<file path="src/rtl/key_conditioner.sv">
// key_conditioner: synchronises and debounces a raw push-button pin, then derives
// a clean level plus press/release/long-press/auto-repeat strobes and a press counter.
module key_conditioner #(
    parameter int unsigned frequency      = 50_000_000,
    parameter int unsigned debounce_ms    = 20,
    parameter int unsigned long_press_ms  = 1000,
    parameter int unsigned repeat_ms      = 200,
    parameter bit          key_active_low = 1'b1
) (
    input  logic       clk,
    input  logic       rst,
    input  logic       key,
    output logic       key_n_clean,
    output logic       key_pressed,
    output logic       press_pulse,
    output logic       release_pulse,
    output logic       long_press,
    output logic       repeat_pulse,
    output logic [7:0] press_count
);

    localparam int unsigned deb_cycles  = frequency / 1000 * debounce_ms;
    localparam int unsigned long_cycles = frequency / 1000 * long_press_ms;
    localparam int unsigned rep_cycles  = frequency / 1000 * repeat_ms;

    localparam logic [31:0] deb_last = 32'(deb_cycles - 1);
    // The PRESSED entry edge already counts as the first hold cycle, so long_press
    // lands LONG-1 edges after press_pulse.
    localparam logic [31:0] long_tgt = (long_cycles >= 2) ? 32'(long_cycles - 2) : 32'd0;
    localparam logic [31:0] rep_last = 32'(rep_cycles - 1);

    typedef enum logic [1:0] {
        StReleased,
        StPressPending,
        StPressed,
        StReleasePending
    } state_t;

    state_t      state_q, state_d;
    logic        sync1_q, sync2_q;
    logic [31:0] deb_q, deb_d;
    logic [31:0] hold_q, hold_d;
    logic [31:0] rep_q, rep_d;
    logic        long_done_q, long_done_d;
    logic [7:0]  count_q, count_d;
    logic        press_q, press_d;
    logic        release_q, release_d;
    logic        long_q, long_d;
    logic        repeat_q, repeat_d;
    logic        s;

    // Normalised pressed level: 1 = button down regardless of pin polarity.
    assign s = sync2_q ^ key_active_low;

    // Two-flop synchroniser; reset parks it at the released pin level.
    always_ff @(posedge clk) begin
        if (rst) begin
            sync1_q <= key_active_low;
            sync2_q <= key_active_low;
        end else begin
            sync1_q <= key;
            sync2_q <= sync1_q;
        end
    end

    // Debounce FSM, hold/repeat counters and registered strobes.
    always_comb begin
        state_d     = state_q;
        deb_d       = deb_q;
        hold_d      = hold_q;
        rep_d       = rep_q;
        long_done_d = long_done_q;
        count_d     = count_q;
        press_d     = 1'b0;
        release_d   = 1'b0;
        long_d      = 1'b0;
        repeat_d    = 1'b0;
        unique case (state_q)
            StReleased: begin
                if (s) begin
                    state_d = StPressPending;
                    deb_d   = 32'd0;
                end
            end
            StPressPending: begin
                // A full stable window wins over a reversal on the final cycle, so a
                // glitch of exactly DEB cycles is accepted.
                if (deb_q == deb_last) begin
                    state_d     = StPressed;
                    press_d     = 1'b1;
                    count_d     = count_q + 8'd1;
                    hold_d      = 32'd0;
                    rep_d       = 32'd0;
                    long_done_d = 1'b0;
                end else if (!s) begin
                    state_d = StReleased;
                end else begin
                    deb_d = deb_q + 32'd1;
                end
            end
            StPressed: begin
                if (!s) begin
                    state_d = StReleasePending;
                    deb_d   = 32'd0;
                end
                // Hold logic runs on the leaving edge too, so a due strobe still fires.
                if (!long_done_q) begin
                    if (hold_q == long_tgt) begin
                        long_d      = 1'b1;
                        long_done_d = 1'b1;
                    end else begin
                        hold_d = hold_q + 32'd1;
                    end
                end else begin
                    if (rep_q == rep_last) begin
                        repeat_d = 1'b1;
                        rep_d    = 32'd0;
                    end else begin
                        rep_d = rep_q + 32'd1;
                    end
                end
            end
            StReleasePending: begin
                if (deb_q == deb_last) begin
                    state_d   = StReleased;
                    release_d = 1'b1;
                end else if (s) begin
                    state_d = StPressed;
                end else begin
                    deb_d = deb_q + 32'd1;
                end
            end
            default: state_d = StReleased;
        endcase
    end

    // State and counter registers with synchronous reset.
    always_ff @(posedge clk) begin
        if (rst) begin
            state_q     <= StReleased;
            deb_q       <= 32'd0;
            hold_q      <= 32'd0;
            rep_q       <= 32'd0;
            long_done_q <= 1'b0;
            count_q     <= 8'd0;
            press_q     <= 1'b0;
            release_q   <= 1'b0;
            long_q      <= 1'b0;
            repeat_q    <= 1'b0;
        end else begin
            state_q     <= state_d;
            deb_q       <= deb_d;
            hold_q      <= hold_d;
            rep_q       <= rep_d;
            long_done_q <= long_done_d;
            count_q     <= count_d;
            press_q     <= press_d;
            release_q   <= release_d;
            long_q      <= long_d;
            repeat_q    <= repeat_d;
        end
    end

    // Level and strobe outputs.
    always_comb begin
        key_pressed   = (state_q == StPressed) || (state_q == StReleasePending);
        key_n_clean   = ~key_pressed;
        press_pulse   = press_q;
        release_pulse = release_q;
        long_press    = long_q;
        repeat_pulse  = repeat_q;
        press_count   = count_q;
    end

endmodule

</file>
<file path="config.mk">
export PLATFORM = sky130hd
export DESIGN_NAME = key_conditioner
export DESIGN_NICKNAME = d
export VERILOG_FILES = /design/src/rtl/key_conditioner.sv
export SDC_FILE = /design/constraint.sdc
export NUM_CORES = 1
export LEC_CHECK = 0
export ABC_AREA = 0
export CAP_MARGIN = 20
export CORE_UTILIZATION = 62
export DETAILED_ROUTE_END_ITERATION = 16
export PLACE_DENSITY = 0.8
export SLEW_MARGIN = 10
export SYNTH_ARGS = -nofsm -noshare
export SYNTH_HDL_FRONTEND = slang
export SYNTH_SLANG_ARGS = --single-unit
</file>
<file path="constraint.sdc">
create_clock -name clk -period 2.35 [get_ports clk]
set_input_delay 0.235 -clock clk [delete_from_list [all_inputs] [get_ports clk]]
set_output_delay 0.235 -clock clk [all_outputs]
set_load 0.05 [all_outputs]
</file>
==> results.json <==
{
  "status": "completed",
  "ios": 17,
  "syn_inst": 753,
  "finalSetupTns_ns": 0,
  "clkSinkCount": 113,
  "setup_viol": 0,
  "yosysTopAreaCellShare_pct": 37.83,
  "r2r_cells": 6,
  "total_power_mw": 4.656,
  "core-area_um2": 9284,
  "endpoint_kind": "flip-flop",
  "yosys.area.top_type": "dfxtp_1",
  "drc": 0,
  "holdPathStages": 2,
  "grt_pass1_wl_mm": 26.83,
  "drv_cap": 0,
  "grt_use_total_pct": 33.73,
  "tightest_slew_ns": 1.024,
  "worstPathArrival_ns": 2.68,
  "rows": 35,
  "htreeDepth": 4,
  "routabilityCongestion": 0.9151,
  "ys_ff_latch": 113,
  "hold_class": "input port to flip-flop",
  "switching_power_mw": 1.015,
  "power_density_nw_per_um2": 655.7,
  "area_growth_pct": 18.75,
  "wirelength_mm": 16.38,
  "clk_latency_ns": 0.53,
  "holdPathEnd": "sync1_q",
  "antenna_cells": 0,
  "clock-root-buffer": "clkbuf_8",
  "grt_max_degree": 46,
  "r2r_start": "hold_q[11]",
  "swShare_pct": 21.79,
  "die-height_um": 100.2,
  "internal_power_mw": 3.641,
  "syn_avg_cell_area_um2": 7.941,
  "path_cells": "or4b_2 > nor3_1 > nand4_1 > and2_2 > a31oi_1 > a311oi_1",
  "finalClockSkew_ns": 0.008734,
  "antenna_found_initial": 0,
  "slowest_stage": "or4b_2",
  "nets": 796,
  "nFillCells": 661,
  "power_frac_comb_pct": 1.6,
  "rsz0062_at_grt": "no",
  "irDropWorstVdd_v": 0.0005076,
  "cp_num_buf_inv": 0,
  "drtIter0Drc": 532,
  "wl_per_cell_um": 17.61,
  "dpl_worst_slack_ns": 0.08035,
  "syn_nets": 761,
  "cts_buffers": 17,
  "p_seq_share_pct": 41.3,
  "synth_edf_count": 0,
  "yosys_warnings": 0,
  "path_delay_family": "simple AND/OR/NAND/NOR gates",
  "synthFlopType": "dfxtp_1",
  "portBuffers": 16,
  "power_frac_clock_pct": 57.1,
  "clk_path_buf_depth": 2,
  "setup_slack_ns": 0.06193,
  "critical_path.max_fanout": 11,
  "async_flop_share_pct": 0,
  "via_per_inst": 6.584,
  "setup.worst_path.class": "flip-flop to flip-flop",
  "finalCritPeriodShare_pct": 97.36,
  "cts_tree": "yes",
  "crit_path_start_kind": "flip-flop",
  "min_from": "key",
  "grt_pass1_vias": 5684,
  "critical_path_required_ns": 2.74,
  "path_clk_slew_ns": 0.06,
  "drtAntennaViolNets": 0,
  "reg2reg_to": "hold_q[23]",
  "final-hold-violation-count": 0,
  "synth_cell_types": 63,
  "max_freq_mhz": 437.0,
  "synth-seq-area-share_pct": 37.83,
  "slew_viol_final": 0,
  "dp_hpwl_mm": 10.71,
  "rrSetupSlack_ns": 0.06,
  "start_util_pct": 64.41,
  "vias": 6123,
  "globalRouteOverflowTotal": 0,
  "final_layout_size_suffix_gt1_share_pct": 13.23,
  "yosys-top-cells-area": "dfxtp_1 38%, nand2_1 4.8%, nor2_1 4.3%",
  "relSlewSlack_pct": 31.41,
  "firstDrtPassIters": 6,
  "max_stage_delay_ns": 0.67,
  "syn_area_um2": 5979,
  "p_leak_nw": 2.488,
  "min_period_ns": 2.288,
  "die_w_um": 100.2,
  "die_area_um2": 10040
}
how the worst max path moves through the flow:
stage                    start        endpoint  slack (ns)  cells past startpoint
global route        hold_q[11]      hold_q[14]       0.007                      7
global placement     deb_q[26]  press_count[4]        0.09                      8
detailed placement   deb_q[31]      hold_q[30]        0.08                      7
finish              hold_q[11]      hold_q[23]        0.06                      6
floorplan           hold_q[11]       hold_q[2]        0.30                      7
CTS                  deb_q[26]      hold_q[31]        0.05                      7
area by class of cell:
cell class                 count  area, um^2  area share, %
clock inverter                12       157.7          2.220
sequential                   113        2263          31.88
clock buffer                  20       455.4          6.414
timing repair buffer          59       498.0          7.013
inverter                      17       63.81         0.8987
tap                          129       161.4          2.273
multi-input combinational    580        3501          49.30
cells in the final DEF, fill, tap and decap left out, drive strengths merged, types with 30 or more instances in the layout:
| master | count |
|---|---|
| a21oi | 42 |
| dfxtp | 113 |
| nand3 | 45 |
| nor3 | 33 |
| nand4 | 30 |
| buf | 44 |
| o21ai | 37 |
| nor2 | 70 |
| nand2 | 77 |
power by group through the flow:
stage,registers (mW),clock network (mW),logic [mW]
final,1.92,2.66,0.0762
after global routing,1.92,2.76,0.0816
after detailed placement,1.96,0,0.0742
after floorplan,1.96,0,0.0476
after global placement,1.96,0,0.0731
after CTS,1.92,2.66,0.0751
Yosys cell counts, drive strengths merged, types with 2 or more instances:
| cell | instances |
|---|---|
| a211o | 7 |
| a211oi | 2 |
| a21boi | 6 |
| a21o | 7 |
| a21oi | 42 |
| a22o | 2 |
| a22oi | 2 |
| a311oi | 7 |
| a31o | 2 |
| a31oi | 27 |
| and2 | 7 |
| and3 | 27 |
| and4 | 9 |
| buf | 13 |
| clkbuf | 30 |
| dfxtp | 113 |
| ha | 5 |
| inv | 16 |
| mux2i | 4 |
| nand2 | 77 |
| nand2b | 5 |
| nand3 | 45 |
| nand3b | 2 |
| nand4 | 30 |
| nand4b | 4 |
| nor2 | 70 |
| nor3 | 33 |
| nor3b | 6 |
| nor4 | 21 |
| nor4b | 9 |
| nor4bb | 3 |
| o2111ai | 6 |
| o211ai | 4 |
| o21a | 2 |
| o21ai | 37 |
| o22ai | 3 |
| o31a | 2 |
| or2 | 6 |
| or3 | 12 |
| or3b | 2 |
| or4 | 8 |
| or4b | 2 |
| xnor2 | 11 |
| xor2 | 17 |
registers in the layout (all words and copies together) (netlist names):
register,flops
hold_q,32
sync2_q,1
rep_q,32
sync1_q,1
repeat_pulse,1
long_done_q,1
state_q,2
press_count,8
deb_q,32
long_press,1
release_pulse,1
press_pulse,1
what timing repair did:
| action | CTS | global route |
|---|---|---|
| resized for setup | 0 | 11 |
| endpoints found under the setup margin | 0 | 26 |
| hold buffers | 0 | 0 |
| setup buffers | 0 | 1 |
stage by stage:
| step | instance area (um^2) | std cells | utilization [%] | hold WS (ns) |
|---|---|---|---|---|
| after floorplan | 5979 | 753 | - | 0.3388 |
| after global placement | 6442 | 897 | 69.39 | 0.4333 |
| after detailed placement | 6442 | 897 | 69.39 | 0.4345 |
| after CTS | 7056 | 929 | 76.00 | 0.2702 |
| after global routing | 7101 | 930 | 76.48 | 0.2910 |
| final | 7101 | 930 | 76.48 | 0.2769 |
logic make-up after synthesis:
group	after synthesis	synth area share (%)
adder cells (fa/ha/maj)	5	1.046
buffers and inverters	60	4.101
AND/OR/NAND/NOR	381	35.15
multiplexers	5	0.8579
AO/OA/AOI/OAI	161	16.91
flip-flops	113	37.83
XOR/XNOR	28	4.101
per-layer routing:
metal,vias to the layer above,GRT usage (%),routed length (um)
li1,2877,-,-
met1,2859,41.87,6758
met2,326,55.27,7801
met3,61,7.521,1273
met4,0,16.61,545
met5,-,0,0
Note: power is estimated with default switching activity, not from simulation.
